--- config.mk ---
export PLATFORM = sky130hd
export DESIGN_NAME = serial_subtractor
export DESIGN_NICKNAME = d
export VERILOG_FILES = /design/src/rtl/serial_subtractor.sv
export SDC_FILE = /design/constraint.sdc
export NUM_CORES = 1
export LEC_CHECK = 0
export CORE_AREA = 5 5 73 75
export CTS_CLUSTER_DIAMETER = 200
export DETAILED_ROUTE_END_ITERATION = 10
export DIE_AREA = 0 0 78 80
export GPL_TIMING_DRIVEN = 0
export PLACE_DENSITY = 0.67
export SYNTH_ARGS = -nofsm -noshare
export SYNTH_HDL_FRONTEND = slang
export SYNTH_SLANG_ARGS = --single-unit
export TNS_END_PERCENT = 30
--- constraint.sdc ---
create_clock -name clk -period 3.9 [get_ports clk]
set_input_delay 0.39 -clock clk [delete_from_list [all_inputs] [get_ports clk]]
set_output_delay 0.39 -clock clk [all_outputs]
set_load 0.05 [all_outputs]
--- src/rtl/serial_subtractor.sv ---
// ---------------------------------------------------------------------------
// serial_subtractor
//
// Purpose:
//   Bit-serial, LSB-first two's-complement subtractor computing diff = a - b,
//   one bit per clock. A single full-subtractor cell is reused every cycle and
//   the borrow between bit positions is carried in a flop. A start/busy/done
//   handshake lets a controller issue a request and wait WIDTH cycles for the
//   result.
//
// Ports:
//   clk        in   1      system clock, rising edge
//   rst        in   1      synchronous, active-high reset
//   start      in   1      request pulse, only honoured while idle
//   a          in   WIDTH  minuend, sampled on the edge that accepts start
//   b          in   WIDTH  subtrahend, sampled on the edge that accepts start
//   busy       out  1      high while bits are being processed
//   done       out  1      one-cycle pulse; results valid from this cycle on
//   diff       out  WIDTH  a - b modulo 2^WIDTH
//   borrow_out out  1      unsigned borrow (a < b unsigned)
//   overflow   out  1      signed overflow of a - b
// ---------------------------------------------------------------------------
module serial_subtractor #(
    parameter int WIDTH = 8
) (
    input  logic             clk,
    input  logic             rst,
    input  logic             start,
    input  logic [WIDTH-1:0] a,
    input  logic [WIDTH-1:0] b,
    output logic             busy,
    output logic             done,
    output logic [WIDTH-1:0] diff,
    output logic             borrow_out,
    output logic             overflow
);

    // Counter only has to reach WIDTH-1; the DONE transition happens on that
    // value, so the counter never needs to wrap.
    localparam int              CNT_W    = (WIDTH > 1) ? $clog2(WIDTH) : 1;
    localparam logic [CNT_W-1:0] CNT_LAST = CNT_W'(WIDTH - 1);

    typedef enum logic [1:0] {
        ST_IDLE  = 2'd0,
        ST_SHIFT = 2'd1,
        ST_DONE  = 2'd2
    } state_t;

    // -----------------------------------------------------------------------
    // State
    // -----------------------------------------------------------------------
    state_t             state_q,    state_d;
    logic [WIDTH-1:0]   a_sh_q,     a_sh_d;
    logic [WIDTH-1:0]   b_sh_q,     b_sh_d;
    logic [WIDTH-1:0]   acc_q,      acc_d;
    logic               br_q,       br_d;
    logic [CNT_W-1:0]   cnt_q,      cnt_d;
    logic               a_msb_q,    a_msb_d;
    logic               b_msb_q,    b_msb_d;
    logic [WIDTH-1:0]   diff_q,     diff_d;
    logic               borrow_q,   borrow_d;
    logic               ovf_q,      ovf_d;

    // -----------------------------------------------------------------------
    // Full-subtractor cell for the current bit position
    // -----------------------------------------------------------------------
    logic             cell_d;      // difference bit
    logic             cell_br;     // borrow into the next bit position
    logic [WIDTH-1:0] acc_shift;   // accumulator with this bit shifted in at the MSB

    always_comb begin
        cell_d    = a_sh_q[0] ^ b_sh_q[0] ^ br_q;
        // Borrow when a<b at this bit, or when the bits are equal and a borrow
        // is already pending from below.
        cell_br   = (~a_sh_q[0] & b_sh_q[0]) | (~(a_sh_q[0] ^ b_sh_q[0]) & br_q);
        acc_shift = {cell_d, acc_q[WIDTH-1:1]};
    end

    // -----------------------------------------------------------------------
    // Next-state and datapath control
    // -----------------------------------------------------------------------
    always_comb begin
        state_d  = state_q;
        a_sh_d   = a_sh_q;
        b_sh_d   = b_sh_q;
        acc_d    = acc_q;
        br_d     = br_q;
        cnt_d    = cnt_q;
        a_msb_d  = a_msb_q;
        b_msb_d  = b_msb_q;
        diff_d   = diff_q;
        borrow_d = borrow_q;
        ovf_d    = ovf_q;

        case (state_q)
            ST_IDLE: begin
                if (start) begin
                    a_sh_d  = a;
                    b_sh_d  = b;
                    acc_d   = '0;
                    br_d    = 1'b0;
                    cnt_d   = '0;
                    // Operand signs are kept aside because the shift
                    // registers lose them before the overflow decision.
                    a_msb_d = a[WIDTH-1];
                    b_msb_d = b[WIDTH-1];
                    state_d = ST_SHIFT;
                end
            end

            ST_SHIFT: begin
                a_sh_d = {1'b0, a_sh_q[WIDTH-1:1]};
                b_sh_d = {1'b0, b_sh_q[WIDTH-1:1]};
                acc_d  = acc_shift;
                br_d   = cell_br;
                cnt_d  = cnt_q + CNT_W'(1);
                if (cnt_q == CNT_LAST) begin
                    diff_d   = acc_shift;
                    borrow_d = cell_br;
                    // Signed overflow: operands of differing sign and a result
                    // whose sign differs from the minuend.
                    ovf_d    = (a_msb_q != b_msb_q) && (cell_d != a_msb_q);
                    state_d  = ST_DONE;
                end
            end

            ST_DONE: begin
                state_d = ST_IDLE;
            end

            default: begin
                state_d = ST_IDLE;
            end
        endcase
    end

    // -----------------------------------------------------------------------
    // Registers; reset wins over everything, discarding any partial result
    // -----------------------------------------------------------------------
    always_ff @(posedge clk) begin
        if (rst) begin
            state_q  <= ST_IDLE;
            a_sh_q   <= '0;
            b_sh_q   <= '0;
            acc_q    <= '0;
            br_q     <= 1'b0;
            cnt_q    <= '0;
            a_msb_q  <= 1'b0;
            b_msb_q  <= 1'b0;
            diff_q   <= '0;
            borrow_q <= 1'b0;
            ovf_q    <= 1'b0;
        end else begin
            state_q  <= state_d;
            a_sh_q   <= a_sh_d;
            b_sh_q   <= b_sh_d;
            acc_q    <= acc_d;
            br_q     <= br_d;
            cnt_q    <= cnt_d;
            a_msb_q  <= a_msb_d;
            b_msb_q  <= b_msb_d;
            diff_q   <= diff_d;
            borrow_q <= borrow_d;
            ovf_q    <= ovf_d;
        end
    end

    // -----------------------------------------------------------------------
    // Outputs: handshake decoded straight from the state register, results
    // held in their own flops until the next completed operation.
    // -----------------------------------------------------------------------
    assign busy       = (state_q == ST_SHIFT);
    assign done       = (state_q == ST_DONE);
    assign diff       = diff_q;
    assign borrow_out = borrow_q;
    assign overflow   = ovf_q;

endmodule
==> results.py, run 1 <==
metrics = {
    "outcome": {
        "outcome": "completed",
    },
    "clock_tree": {
        "ctsResizeCount": 0,
        "cts-root-buf": "clkbuf_8",
        "clk_pin_slew_worst_paths_ns": 0.08,
        "postCtsHoldBufs": 0,
        "cts_tree": "yes",
        "postCtsSetupBuffers": 0,
        "clk_latency_ns": 0.29,
        "cts_sinks": 41,
        "ctsHtreeMaxLevel": 2,
        "clock_tree.buffer_depth": 2,
        "numCtsBuffers": 5,
    },
    "cells_and_area": {
        "diodes": 0,
        "fin_nets": 241,
        "synthToLayoutAreaGrowth_pct": 27.2,
        "stdcell_count": 274,
        "fin_util": 0.490,
        "n_fill_cell": 444,
        "drive_above_1_share": 0.159,
    },
    "place": {
        "place_hpwl_mm": 2.58,
        "dpl.cell_count": 266,
        "port_buffers": 28,
        "place_congestion": 0.711,
    },
    "yosys": {
        "ys.flop_type": "dfxtp_1",
        "ys_seq_area_frac": 0.463,
        "synth_nets": 206,
        "synth_cell_types": 29,
        "yosys-top-cells-count": "dfxtp_1, nor2_1, nand2_1",
        "synthTopCellsByArea": "dfxtp_1, a211oi_2, mux2i_1",
        "synth_cells": 184,
        "syn_area_mm2": 0.00177,
        "synth_top_area_cell": "dfxtp_1",
        "synth_edf_count": 0,
        "avgSynthCellArea_um2": 9.63,
        "async_flop_share": 0,
        "synth-seq-cells": 41,
        "synth_warnings": 0,
        "synth_top_area_share": 0.463,
        "synth.most_common_cell": "dfxtp_1",
    },
    "global_routing": {
        "grt_max_degree": 14,
        "first_global_vias": 1400,
        "grt_util_all_layers": 0.127,
        "overflow": 0,
        "antenna_found_initial": 0,
        "grt_pass1_wl_mm": 6.44,
    },
    "routing": {
        "viasPerCell": 4.85,
        "drtPass1Iterations": 4,
        "drc": 0,
        "wl_mm": 3.65,
        "vias": 1329,
        "drt-initial-drc-count": 67,
        "post_drt_wl_per_cell_um": 13.3,
        "antenna_left": 0,
    },
    "power": {
        "combPwrFrac": 0.118,
        "p_per_area_mw_per_mm2": 429,
        "intPower_mw": 0.748,
        "p_leak_nw": 0.847,
        "p_seq_frac": 0.464,
        "ir_worst_vdd_uv": 338,
        "clkPwrFrac": 0.418,
        "netSwitchingPower_mw": 0.218,
        "swShare": 0.226,
        "finalPower_mw": 0.966,
    },
    "floorplanning": {
        "die_x_um": 78,
        "placementRows": 25,
        "design.core.area_mm2": 0.00460,
        "die_y_um": 80,
        "dieArea_mm2": 0.00624,
        "start_util": 0.385,
        "ios": 31,
    },
    "worst_hold_path": {
        "min_path_cells": 3,
        "hp-class": "primary input to flop",
        "hold_end": "state_q[0]",
        "hold_start": "start",
    },
    "flow_run": {
        "maxCapViolCount": 0,
    },
    "setup_path": {
        "r2r_start": "b_sh_q[0]",
        "cp_num_cells": 4,
        "timing.rr.end": "overflow",
        "cp_num_buf_inv": 3,
        "crit_slowest_cell": "clkdlybuf4s50_1",
        "r2r_cells": 5,
        "arrival_ns": 2.02,
        "r2r_slack_ns": 2.44,
        "cp_top_family": "buffers and inverters",
        "startpoint": "state_q[0]",
        "endpoint_kind": "primary output",
        "crit_fanout": 10,
        "path_class": "flop to primary output",
        "cp_data_required_time_ns": 3.51,
        "critPathMaxStageDelay_ns": 0.85,
        "cp_cell_sequence": "nand2b_1, inv_1, buf_2, clkdlybuf4s50_1",
        "crit_path_start_kind": "flop",
    },
    "timing": {
        "post-route-min-period_ns": 2.41,
        "max_freq_mhz": 415,
        "tns_ns": 0,
        "finalSetupViolCount": 0,
        "fin_crit_sh": 0.618,
        "slew_viol_final": 0,
        "skew_ns": 0.00405,
        "final_hold_viol_count": 0,
        "relSlewSlack": 0.585,
        "rsz0062_at_grt": "false",
        "tightest_slew_ns": 0.622,
        "fin_hold_ws_ns": 0.439,
    },
}
==> layer usage <==
metal  wire length [um]  track usage
met2               1520        0.190
met5                  0            0
met4                 40       0.0389
met1               1870        0.169
met3                223       0.0497
==> cell usage in the layout, fill, tap and decap left out <==
master,instances
clkbuf_1,3
inv_1,6
buf_2,2
clkbuf_8,5
o21ai_0,2
bufinv_16,2
dfxtp_1,41
buf_6,4
nand3b_2,1
fa_1,1
clkdlybuf4s50_1,28
nor2_1,32
nor2b_1,1
ha_1,2
nor3b_1,1
o21ba_1,1
nand3b_1,1
nand2_1,18
a211oi_2,13
buf_8,1
a22oi_1,9
mux2i_1,13
a21oi_1,17
nor3_1,1
a2bb2oi_1,1
o221a_2,2
clkinv_2,1
buf_4,3
and3b_1,1
a211oi_1,2
o21bai_2,1
nand2b_1,3
buf_1,1
==> power by group through the flow <==
stage / combinational, mW / clock, mW / sequential [mW]
finish: 0.114 / 0.404 / 0.448
global route: 0.126 / 0.431 / 0.450
CTS: 0.116 / 0.412 / 0.448
detailed placement: 0.115 / 0 / 0.458
global placement: 0.114 / 0 / 0.458
floorplan: 0.0822 / 0 / 0.455
==> worst max-delay path by stage <==
stage	endpoint	slack [ns]
2_1_floorplan	done	2.19
3_3_place_gp	busy	1.81
3_5_place_dp	busy	1.81
4_1_cts	busy	1.48
5_1_grt	busy	1.37
6_report	busy	1.49
==> worst reg2reg max path: stages, from the launching register on <==
cell and delay, ns:
dfxtp_1 0.33, inv_1 0.06, fa_1 0.54, nor2_1 0.14, a21oi_1 0.07, a211oi_1 0.23
==> logic make-up after synthesis <==
| kind of cell | Yosys count | synth area share |
|---|---|---|
| buffers and inverters | 20 | 0.0734 |
| and+or+nand+nor | 59 | 0.143 |
| muxes | 13 | 0.0734 |
| DFF | 41 | 0.463 |
| AOI/OAI and AO/OA | 48 | 0.222 |
| adders and majority gates | 3 | 0.0254 |
==> final cells by class <==
cell class,count,area [um2],area share
Buffer,14,108,0.0478
Clock buffer,5,68.8,0.0305
Clock inverter,3,65.1,0.0289
Inverter,6,22.5,0.00999
Multi-Input combinational cell,123,821,0.364
Sequential cell,41,821,0.364
Tap cell,54,67.6,0.0300
Timing Repair Buffer,28,280,0.124
==> flip-flops by register name, summed over array words and instances, names as in the netlist <==
| signal | cells |
|---|---|
| cnt_q | 3 |
| borrow_out | 1 |
| acc_q | 7 |
| diff | 8 |
| overflow | 1 |
| br_q | 1 |
| state_q | 2 |
| b_sh_q | 8 |
| a_sh_q | 8 |
| a_msb_q | 1 |
| b_msb_q | 1 |
==> stage by stage <==
step	setup slack (ns)	cell area, um2
4_1_cts	1.48	2250
5_1_grt	1.37	2250
2_1_floorplan	2.19	1770
3_5_place_dp	1.81	2120
3_3_place_gp	1.81	2120
6_report	1.49	2250
No activity file was read; power rests on OpenSTA's default activity.
==> run 2, diff against run 1 <==
--- a/config.mk
+++ b/config.mk
@@ -10,7 +10,7 @@
 export DETAILED_ROUTE_END_ITERATION = 10
 export DIE_AREA = 0 0 78 80
 export GPL_TIMING_DRIVEN = 0
-export PLACE_DENSITY = 0.67
+export PLACE_DENSITY = 0.69
 export SYNTH_ARGS = -nofsm -noshare
 export SYNTH_HDL_FRONTEND = slang
 export SYNTH_SLANG_ARGS = --single-unit
==> constraint.sdc (replaced) <==
create_clock -name clk -period 2 [get_ports clk]
set_input_delay 0.2 -clock clk [delete_from_list [all_inputs] [get_ports clk]]
set_output_delay 0.2 -clock clk [all_outputs]
set_load 0.05 [all_outputs]
==> run 2 against run 1 <==
Effect of this change:
- combinational power up 94%
- global-route usage is 0.14 points higher
- core utilization shrank 1.3 points
- flip-flop and latch count unchanged
- critical path depth is the same
- worst setup slack lost 1.3 ns
- total power rose by 67%
- final cell count did not move
- register-to-register slack worse by 1.9 ns
- clock skew up 0.0022 ns
- largest power group unchanged
==> results.py, run 2 (same netlist as run 1, synthesis figures left out) <==
metrics = {
    "clock_tree": {
        "cts_sinks": 41,
        "ctsHtreeMaxLevel": 2,
        "clk_pin_slew_worst_paths_ns": 0.08,
        "clock_tree.buffer_depth": 2,
        "cts_tree": "yes",
        "postCtsHoldBufs": 0,
        "numCtsBuffers": 5,
        "clk_latency_ns": 0.29,
        "postCtsSetupBuffers": 0,
        "cts-root-buf": "clkbuf_8",
    },
    "timing": {
        "max_freq_mhz": 541,
        "fin_crit_sh": 0.925,
        "rsz0062_at_grt": "false",
        "post-route-min-period_ns": 1.85,
        "skew_ns": 0.00629,
        "fin_hold_ws_ns": 0.237,
        "tightest_slew_ns": 0.689,
        "relSlewSlack": 0.540,
        "slew_viol_final": 0,
        "tns_ns": 0,
        "final_hold_viol_count": 0,
        "finalSetupViolCount": 0,
    },
    "floorplanning": {
        "placementRows": 25,
        "die_x_um": 78,
        "start_util": 0.385,
        "dieArea_mm2": 0.00624,
        "design.core.area_mm2": 0.00460,
        "die_y_um": 80,
        "ios": 31,
    },
    "routing": {
        "vias": 1364,
        "drt-initial-drc-count": 80,
        "wl_mm": 3.78,
        "viasPerCell": 4.98,
        "drtPass1Iterations": 4,
        "drc": 0,
        "antenna_left": 0,
        "post_drt_wl_per_cell_um": 13.8,
    },
    "setup_path": {
        "r2r_cells": 6,
        "path_class": "flop to primary output",
        "r2r_slack_ns": 0.56,
        "crit_fanout": 10,
        "endpoint_kind": "primary output",
        "timing.rr.end": "borrow_out",
        "cp_data_required_time_ns": 1.80,
        "arrival_ns": 1.65,
        "r2r_start": "cnt_q[0]",
        "crit_path_start_kind": "flop",
    },
    "global_routing": {
        "grt_max_degree": 13,
        "grt_pass1_wl_mm": 6.38,
        "overflow": 0,
        "grt_util_all_layers": 0.129,
        "first_global_vias": 1354,
        "antenna_found_initial": 0,
    },
    "worst_hold_path": {
        "hp-class": "primary input to flop",
        "hold_end": "state_q[0]",
        "min_path_cells": 3,
        "hold_start": "start",
    },
    "cells_and_area": {
        "stdcell_area_mm2": 0.00220,
        "mostFrequentLayoutCell": "dfxtp_1",
        "mostFrequentLayoutCells": "dfxtp_1, nor2_1, clkdlybuf4s50_1, nand2_1, a21oi_1",
        "diodes": 0,
        "synthToLayoutAreaGrowth_pct": 23.9,
        "fin_nets": 241,
        "stdcell_count": 274,
        "drive_above_1_share": 0.159,
    },
    "place": {
        "port_buffers": 28,
        "place_area_mm2": 0.00212,
        "dpl.cell_count": 266,
        "place_congestion": 0.753,
        "place_hpwl_mm": 2.58,
    },
    "outcome": {
        "outcome": "completed",
    },
    "power": {
        "p_per_area_mw_per_mm2": 735,
        "p_leak_nw": 0.829,
        "ir_worst_vdd_uv": 340,
    },
    "flow_run": {
        "maxCapViolCount": 0,
    },
}
run 2: changes by cell type in the layout (fill, tap and decap cells not counted):
cell / before / now
bufinv_16: 2 / 0
clkbuf_1: 3 / 4
clkbuf_2: 0 / 1
clkdlybuf4s50_1: 28 / 26
clkinv_2: 1 / 2
dlygate4sd2_1: 0 / 1
run 2: layer usage:
metal  track usage  part of all wire  vias to the layer above
met4        0.0456             0.020                        0
met1         0.168              0.50                      618
met5             0                 0                        -
met3        0.0497             0.055                        7
met2         0.194              0.43                       34
li1              -                 -                      705
run 2: power breakdown:
group          internal [mW]  switching, mW  total (mW)
clock network          0.242          0.276       0.518
registers              0.852         0.0228       0.875
logic                  0.109          0.112       0.221
total                   1.20          0.411        1.61
run 2: how the worst max path moves through the flow:
stage               cells past startpoint  slack (ns)  startpoint   end
finish                                  4        0.15  state_q[0]  done
global route                            4        0.10  state_q[0]  done
CTS                                     4        0.04  state_q[0]  busy
detailed placement                      4        0.09  state_q[0]  busy
global placement                        4        0.09  state_q[0]  busy
floorplan                               3        0.48  state_q[0]  done
run 2: through the flow:
step / worst slack [ns] / total power [mW] / util
floorplan: 0.485 / 1.05 / -
global placement: 0.0947 / 1.11 / 0.461
detailed placement: 0.0920 / 1.12 / 0.461
CTS: 0.0351 / 1.64 / 0.478
global route: 0.103 / 1.70 / 0.478
finish: 0.151 / 1.61 / 0.478
run 2: repair_timing:
| action | in CTS | in global routing |
|---|---|---|
| cloned | 0 | 0 |
| resized for setup | 2 | 2 |
| endpoints found under the setup margin | 2 | 1 |
run 2: final cells by class:
class	count	area [um2]
sequential	41	821
tap	54	67.6
clock buffer	6	72.6
timing repair buffer	28	274
clock inverter	2	10.0
multi-input combinational	123	821
buffer	14	108
inverter	6	22.5
fill	443	2400
run 2: worst max-delay path, cell delays in order (launching register included):
cell,delay [ns]
dfxtp_1,0.36
buf_6,0.18
buf_8,0.16
nor2b_1,0.13
dlygate4sd2_1,0.54
==> run 3, diff against run 2 <==
--- a/config.mk
+++ b/config.mk
@@ -11,6 +11,7 @@
 export DIE_AREA = 0 0 78 80
 export GPL_TIMING_DRIVEN = 0
 export PLACE_DENSITY = 0.69
+export SLEW_MARGIN = 20
 export SYNTH_ARGS = -nofsm -noshare
 export SYNTH_HDL_FRONTEND = slang
 export SYNTH_SLANG_ARGS = --single-unit
==> results of run 3 <==
No change in the layout: final DEF, timing and power equal those of run 2.
